<file path="src/rtl/uart_tx_fifo.sv">
// Byte-buffered UART transmitter: a FIFO of FIFO_DEPTH bytes feeding an 8N1 serializer.
// Frames are exactly 10*CPB cycles and run back to back while bytes remain buffered.
module uart_tx_fifo #(
    parameter int CLK_FREQ   = 100_000_000,
    parameter int BAUD_RATE  = 115200,
    parameter int FIFO_DEPTH = 16
) (
    input  logic                          clk,
    input  logic                          rst,
    input  logic [7:0]                    tx_data,
    input  logic                          tx_data_valid,
    output logic                          tx_ready,
    output logic                          tx,
    output logic                          tx_busy,
    output logic [$clog2(FIFO_DEPTH):0]   fifo_count
);

    localparam int CPB    = CLK_FREQ / BAUD_RATE;
    localparam int PTR_W  = $clog2(FIFO_DEPTH);
    localparam int CNT_W  = PTR_W + 1;
    localparam int BAUD_W = $clog2(CPB);
    localparam logic [BAUD_W-1:0] BAUD_LAST  = BAUD_W'(CPB - 1);
    localparam logic [CNT_W-1:0]  FULL_COUNT = CNT_W'(FIFO_DEPTH);

    typedef enum logic [1:0] {IDLE, START, DATA, STOP} state_t;

    logic [7:0] mem [FIFO_DEPTH];

    state_t             state_q, state_d;
    logic [PTR_W-1:0]   wr_ptr_q, wr_ptr_d;
    logic [PTR_W-1:0]   rd_ptr_q, rd_ptr_d;
    logic [CNT_W-1:0]   count_q, count_d;
    logic [BAUD_W-1:0]  baud_cnt_q, baud_cnt_d;
    logic [2:0]         bit_idx_q, bit_idx_d;
    logic [7:0]         shift_q, shift_d;
    logic               tx_q, tx_d;

    logic push;
    logic pop;
    logic baud_done;
    logic start_frame;

    assign tx_ready   = (count_q != FULL_COUNT);
    assign push       = tx_data_valid && tx_ready;
    assign baud_done  = (baud_cnt_q == BAUD_LAST);
    assign tx         = tx_q;
    assign tx_busy    = (state_q != IDLE) || (count_q != '0);
    assign fifo_count = count_q;

    always_comb begin
        state_d     = state_q;
        baud_cnt_d  = baud_cnt_q;
        bit_idx_d   = bit_idx_q;
        shift_d     = shift_q;
        tx_d        = tx_q;
        start_frame = 1'b0;

        unique case (state_q)
            IDLE: begin
                tx_d = 1'b1;
                if (count_q != '0) begin
                    start_frame = 1'b1;
                end
            end
            START: begin
                if (baud_done) begin
                    baud_cnt_d = '0;
                    state_d    = DATA;
                    tx_d       = shift_q[0];
                end else begin
                    baud_cnt_d = baud_cnt_q + BAUD_W'(1);
                end
            end
            DATA: begin
                if (baud_done) begin
                    baud_cnt_d = '0;
                    if (bit_idx_q == 3'd7) begin
                        state_d = STOP;
                        tx_d    = 1'b1;
                    end else begin
                        shift_d   = shift_q >> 1;
                        tx_d      = shift_q[1];
                        bit_idx_d = bit_idx_q + 3'd1;
                    end
                end else begin
                    baud_cnt_d = baud_cnt_q + BAUD_W'(1);
                end
            end
            STOP: begin
                if (baud_done) begin
                    baud_cnt_d = '0;
                    if (count_q != '0) begin
                        start_frame = 1'b1;
                    end else begin
                        state_d = IDLE;
                        tx_d    = 1'b1;
                    end
                end else begin
                    baud_cnt_d = baud_cnt_q + BAUD_W'(1);
                end
            end
            default: begin
                state_d = IDLE;
                tx_d    = 1'b1;
            end
        endcase

        // Loading the next byte from STOP skips IDLE so frames stay contiguous.
        if (start_frame) begin
            shift_d    = mem[rd_ptr_q];
            bit_idx_d  = '0;
            baud_cnt_d = '0;
            state_d    = START;
            tx_d       = 1'b0;
        end
    end

    assign pop = start_frame;

    always_comb begin
        wr_ptr_d = push ? wr_ptr_q + PTR_W'(1) : wr_ptr_q;
        rd_ptr_d = pop  ? rd_ptr_q + PTR_W'(1) : rd_ptr_q;
        unique case ({push, pop})
            2'b10:   count_d = count_q + CNT_W'(1);
            2'b01:   count_d = count_q - CNT_W'(1);
            default: count_d = count_q;
        endcase
    end

    // Storage carries no reset; pointers and count define what is valid.
    always_ff @(posedge clk) begin
        if (push && !rst) begin
            mem[wr_ptr_q] <= tx_data;
        end
    end

    always_ff @(posedge clk or posedge rst) begin
        if (rst) begin
            state_q    <= IDLE;
            wr_ptr_q   <= '0;
            rd_ptr_q   <= '0;
            count_q    <= '0;
            baud_cnt_q <= '0;
            bit_idx_q  <= '0;
            shift_q    <= '0;
            tx_q       <= 1'b1;
        end else begin
            state_q    <= state_d;
            wr_ptr_q   <= wr_ptr_d;
            rd_ptr_q   <= rd_ptr_d;
            count_q    <= count_d;
            baud_cnt_q <= baud_cnt_d;
            bit_idx_q  <= bit_idx_d;
            shift_q    <= shift_d;
            tx_q       <= tx_d;
        end
    end

endmodule

</file>
<file path="config.mk">
export PLATFORM = sky130hd
export DESIGN_NAME = uart_tx_fifo
export DESIGN_NICKNAME = d
export VERILOG_FILES = /design/src/rtl/uart_tx_fifo.sv
export SDC_FILE = /design/constraint.sdc
export NUM_CORES = 1
export LEC_CHECK = 0
export ABC_AREA = 1
export CAP_MARGIN = 0
export CORE_ASPECT_RATIO = 1.5
export CORE_MARGIN = 5
export CORE_UTILIZATION = 55
export CTS_CLUSTER_SIZE = 30
export DETAILED_ROUTE_END_ITERATION = 16
export HOLD_SLACK_MARGIN = 0.02
export PLACE_DENSITY = 0.72
export SLEW_MARGIN = 20
export SYNTH_ARGS = -nofsm -noshare
export SYNTH_HDL_FRONTEND = slang
export SYNTH_SLANG_ARGS = --single-unit
</file>
<file path="constraint.sdc">
create_clock -name clk -period 3.1 [get_ports clk]
set_input_delay 0.62 -clock clk [delete_from_list [all_inputs] [get_ports clk]]
set_output_delay 0.62 -clock clk [all_outputs]
set_load 0.05 [all_outputs]
</file>
==> metrics.txt <==
# TYPE chip_impl_metric gauge
chip_impl_info{name="run_status",value="finished clean"} 1
chip_impl_info{name="crit_slowest_cell",value="sky130_fd_sc_hd__clkdlybuf4s50_1"} 1
chip_impl_metric{name="initial_util",unit="%"} 56.31
chip_impl_metric{name="fin_hold_ws",unit="ps"} 482.6
chip_impl_metric{name="seqPwrFrac",unit="%"} 49.2
chip_impl_metric{name="critPathMaxStageDelay",unit="ps"} 710
chip_impl_metric{name="path_max_fanout",unit=""} 4
chip_impl_metric{name="wire_length_of_the_first_global_routing_pass",unit="µm"} 25930
chip_impl_info{name="grt_setup_unrepaired",value="false"} 1
chip_impl_metric{name="grtUsageTotal",unit="%"} 21.17
chip_impl_info{name="whs_endpoint",value="shift_q[1]$_DFFE_PP0P_"} 1
chip_impl_metric{name="antennaDiodeCount",unit=""} 0
chip_impl_info{name="critical_path.cell_chain",value="nor2_1 > nand4_1 > inv_1 > nand2_1 > clkdlybuf4s50_1"} 1
chip_impl_metric{name="finalCriticalPeriod",unit="ps"} 2772
chip_impl_metric{name="core_utilization_of_the_finished_layout",unit="%"} 63.45
chip_impl_metric{name="detail_route.drc_violations",unit=""} 0
chip_impl_info{name="criticalPathCategory",value="reg -> out"} 1
chip_impl_metric{name="report.power.total",unit="mW"} 5.305
chip_impl_metric{name="synth.ff_latch_count",unit=""} 165
chip_impl_metric{name="drt-pass1-iter-count",unit=""} 4
chip_impl_metric{name="number_of_global_route_vias_before_repair",unit=""} 5103
chip_impl_metric{name="cts.hold.buffers_added",unit=""} 0
chip_impl_metric{name="first_iter_violations",unit=""} 353
chip_impl_metric{name="hpwl",unit="µm"} 10740
chip_impl_metric{name="clock_path_buffers",unit=""} 2
chip_impl_metric{name="post_cts.repair.setup_buffers",unit=""} 0
chip_impl_metric{name="top_level_ports",unit=""} 19
chip_impl_info{name="post-synth-top-count-cell",value="sky130_fd_sc_hd__edfxtp_1"} 1
chip_impl_metric{name="clkSlewWorstSetupHoldPaths",unit="ps"} 60
chip_impl_metric{name="avgSynthCellArea",unit="µm²"} 10.78
chip_impl_metric{name="areaGrowthSynthToFinish",unit="%"} 12.68
chip_impl_metric{name="synth.lib_cells_used.distinct",unit=""} 36
chip_impl_metric{name="synth_area",unit="µm²"} 7330
chip_impl_info{name="worstReg2RegEnd",value="fifo_count[4]$_DFFE_PP0P_"} 1
chip_impl_metric{name="stdcell_count",unit=""} 871
chip_impl_metric{name="finish.net_count",unit=""} 729
chip_impl_metric{name="clock_power_share",unit="%"} 39.2
chip_impl_metric{name="power.share.switching",unit="%"} 25.07
chip_impl_metric{name="cts_num_sinks",unit=""} 165
chip_impl_metric{name="totalNegativeSetupSlack",unit="ps"} 0
chip_impl_metric{name="total_switching_power",unit="mW"} 1.330
chip_impl_metric{name="initial_antenna_violation_count",unit=""} 0
chip_impl_metric{name="min_period_over_period",unit="%"} 89.41
chip_impl_metric{name="drive_above_1_share",unit="%"} 8.567
chip_impl_metric{name="tritoncts.num_buffers",unit=""} 17
chip_impl_metric{name="detailroute.via_count",unit=""} 5003
chip_impl_metric{name="final_area",unit="µm²"} 8259
chip_impl_info{name="timing.critical_path.to_type",value="output pin"} 1
chip_impl_info{name="most_frequently_used_flop_master_after_synthesis",value="sky130_fd_sc_hd__edfxtp_1"} 1
chip_impl_metric{name="worst_vdd_ir",unit="mV"} 0.4474
chip_impl_metric{name="achievable-frequency",unit="MHz"} 360.8
chip_impl_metric{name="nFillCells",unit=""} 1026
chip_impl_metric{name="clock_tree.htree_level_count",unit=""} 4
chip_impl_metric{name="post_dp_cell_area",unit="µm²"} 7671
chip_impl_metric{name="skew",unit="ps"} 8.808
chip_impl_metric{name="worstPathRequired",unit="ps"} 2480
chip_impl_metric{name="finalWirelength",unit="µm"} 15850
chip_impl_metric{name="io_buffer_count",unit=""} 18
chip_impl_metric{name="headroom_to_the_max_slew_limit",unit="%"} 48.60
chip_impl_metric{name="die_h",unit="µm"} 151.4
chip_impl_info{name="rr_startpoint",value="state_q[0]$_DFFE_PP0P_"} 1
chip_impl_metric{name="timing.final.setup_violations",unit=""} 0
chip_impl_metric{name="whs_path_depth",unit=""} 2
chip_impl_metric{name="synthesis.nets",unit=""} 710
chip_impl_metric{name="portion_of_the_post_synthesis_area_used_by_sequential_elements",unit="%"} 65.09
chip_impl_metric{name="worst-slew-pin-transition",unit="ps"} 768.1
chip_impl_metric{name="placement.setup.worst_slack",unit="ps"} 465.0
chip_impl_metric{name="place_congestion",unit=""} 0.8643
chip_impl_info{name="cts_root_buf",value="sky130_fd_sc_hd__clkbuf_16"} 1
chip_impl_info{name="yosys.area.top_type",value="sky130_fd_sc_hd__edfxtp_1"} 1
chip_impl_info{name="worst_hold_path_type",value="reg -> reg"} 1
chip_impl_info{name="hold_path.startpoint",value="shift_q[1]$_DFFE_PP0P_"} 1
chip_impl_metric{name="hold_viol",unit=""} 0
chip_impl_metric{name="wire_per_inst",unit="µm"} 18.20
chip_impl_metric{name="antenna_left",unit=""} 0
chip_impl_metric{name="globalRouteOverflowTotal",unit=""} 0
chip_impl_metric{name="final-max-slew-violation-count",unit=""} 0
chip_impl_metric{name="syn-instance-count",unit=""} 680
chip_impl_metric{name="p_comb_share",unit="%"} 11.6
chip_impl_metric{name="dp_cells",unit=""} 839
chip_impl_metric{name="postCtsResizedCells",unit=""} 0
chip_impl_info{name="cts_tree",value="built"} 1
chip_impl_info{name="ys_top_cells_by_count",value="128 x sky130_fd_sc_hd__edfxtp_1, 123 x sky130_fd_sc_hd__nor2_1, 99 x sky130_fd_sc_hd__nand2_1, 77 x sky130_fd_sc_hd__o21ai_0, 38 x sky130_fd_sc_hd__inv_1"} 1
chip_impl_metric{name="synth_top_area_share",unit="%"} 52.44
chip_impl_metric{name="r2r_cells",unit=""} 14
chip_impl_info{name="synth_top_cells_by_area",value="sky130_fd_sc_hd__edfxtp_1 52%, sky130_fd_sc_hd__dfrtp_1 12%, sky130_fd_sc_hd__nor2_1 6.3%"} 1
chip_impl_metric{name="die_x",unit="µm"} 104.3
chip_impl_metric{name="die-area",unit="µm²"} 15780
chip_impl_metric{name="worstSkewPairLatency",unit="ps"} 410
chip_impl_metric{name="placementRows",unit=""} 51
chip_impl_info{name="worst_setup_path_start_kind",value="flip-flop"} 1
chip_impl_metric{name="p_leak",unit="nW"} 3.061
chip_impl_metric{name="postLayoutSetupSlackWorst",unit="ps"} 328.4
chip_impl_metric{name="yosysWarningCount",unit=""} 0
chip_impl_info{name="timing.critical_path.max_delay_family",value="buffers and inverters"} 1
chip_impl_metric{name="worstPathArrival",unit="ps"} 2150
chip_impl_metric{name="power.internal",unit="mW"} 3.975
chip_impl_metric{name="maxCapViolations",unit=""} 0
chip_impl_metric{name="regToRegSetupSlack",unit="ps"} 450
chip_impl_metric{name="ys_async_sr_fraction",unit="%"} 22.42
chip_impl_metric{name="pwrdens",unit="nW/µm²"} 642.4
chip_impl_metric{name="post_synth_edffs",unit=""} 128
chip_impl_metric{name="core_area",unit="µm²"} 13020
chip_impl_metric{name="route.detailed.vias_per_inst",unit=""} 5.744
chip_impl_metric{name="worst-path-buf-inv",unit=""} 2
chip_impl_metric{name="grt_max_degree",unit=""} 41
-- worst min-delay path: stages (launching register included) --
cell and delay [ps]:
sky130_fd_sc_hd__dfrtp_1 340, sky130_fd_sc_hd__nand2_1 50, sky130_fd_sc_hd__nand2_1 50
-- area by class of cell --
type / count / area, µm² / share of cell area, %
tap: 159 / 198.9 / 2.409
inverter: 42 / 158.9 / 1.924
clock buffer: 18 / 429.2 / 5.196
multi-input combinational: 442 / 2263 / 27.40
sequential: 165 / 4772 / 57.78
clock inverter: 14 / 158.9 / 1.924
timing repair buffer: 31 / 277.8 / 3.363
-- per-layer routing --
layer | wire length [µm] | GRT usage [%] | vias up
li1 | - | - | 2389
met1 | 6029 | 24.46 | 2393
met2 | 8233 | 36.69 | 170
met3 | 740 | 3.838 | 51
met4 | 844 | 12.83 | 0
met5 | 0 | 0 | -
-- state kept, by name, indices dropped and copies added (netlist names) --
signal and count:
baud_cnt_q 10, bit_idx_q 3, fifo_count 5, mem 128, rd_ptr_q 4, shift_q 8
state_q 2, tx 1, wr_ptr_q 4
-- kinds of logic (layout without fill, tap and decap cells) --
group                      Yosys count  after routing  synth area share (%)
DFF                                165            165                 65.09
and+or+nand+nor                    286            286                 16.46
buffers and inverters               73            105                 4.080
adders and majority gates           19             19                 3.346
AOI/OAI and AO/OA                  125            125                 9.594
xor gates and xnor gates            12             12                 1.434
-- layout by cell type (no fill, tap or decap), types with 2 or more instances in the layout --
cell type / instances
sky130_fd_sc_hd__a21oi_1: 14
sky130_fd_sc_hd__buf_4: 13
sky130_fd_sc_hd__bufinv_16: 3
sky130_fd_sc_hd__clkbuf_16: 17
sky130_fd_sc_hd__clkdlybuf4s50_1: 18
sky130_fd_sc_hd__clkinv_1: 6
sky130_fd_sc_hd__clkinv_2: 3
sky130_fd_sc_hd__clkinvlp_4: 4
sky130_fd_sc_hd__dfrtp_1: 35
sky130_fd_sc_hd__edfxtp_1: 128
sky130_fd_sc_hd__ha_1: 18
sky130_fd_sc_hd__inv_1: 37
sky130_fd_sc_hd__nand2_1: 99
sky130_fd_sc_hd__nand2_2: 4
sky130_fd_sc_hd__nand3_1: 37
sky130_fd_sc_hd__nand4_1: 9
sky130_fd_sc_hd__nor2_1: 123
sky130_fd_sc_hd__nor2_2: 5
sky130_fd_sc_hd__nor3_1: 3
sky130_fd_sc_hd__o211ai_1: 28
sky130_fd_sc_hd__o21ai_0: 77
sky130_fd_sc_hd__or2_2: 2
sky130_fd_sc_hd__xor2_1: 11
-- power groups by stage --
stage	sequential [mW]	combinational, mW	clock [mW]
6_report	2.61	0.613	2.08
5_1_grt	2.63	0.675	2.20
4_1_cts	2.61	0.616	2.10
3_5_place_dp	2.66	0.611	0
3_3_place_gp	2.65	0.597	0
2_1_floorplan	2.75	0.284	0
-- worst max-delay path by stage --
| stage | start | cells after the start | endpoint |
|---|---|---|---|
| floorplan | fifo_count[0]$_DFFE_PP0P_ | 12 | fifo_count[3]$_DFFE_PP0P_ |
| global placement | tx_data_valid | 11 | fifo_count[3]$_DFFE_PP0P_ |
| detailed placement | tx_data_valid | 11 | fifo_count[3]$_DFFE_PP0P_ |
| CTS | fifo_count[3]$_DFFE_PP0P_ | 5 | tx_busy |
| global route | fifo_count[3]$_DFFE_PP0P_ | 5 | tx_busy |
| finish | fifo_count[3]$_DFFE_PP0P_ | 5 | tx_busy |
Power figures use the tool's default switching activity.
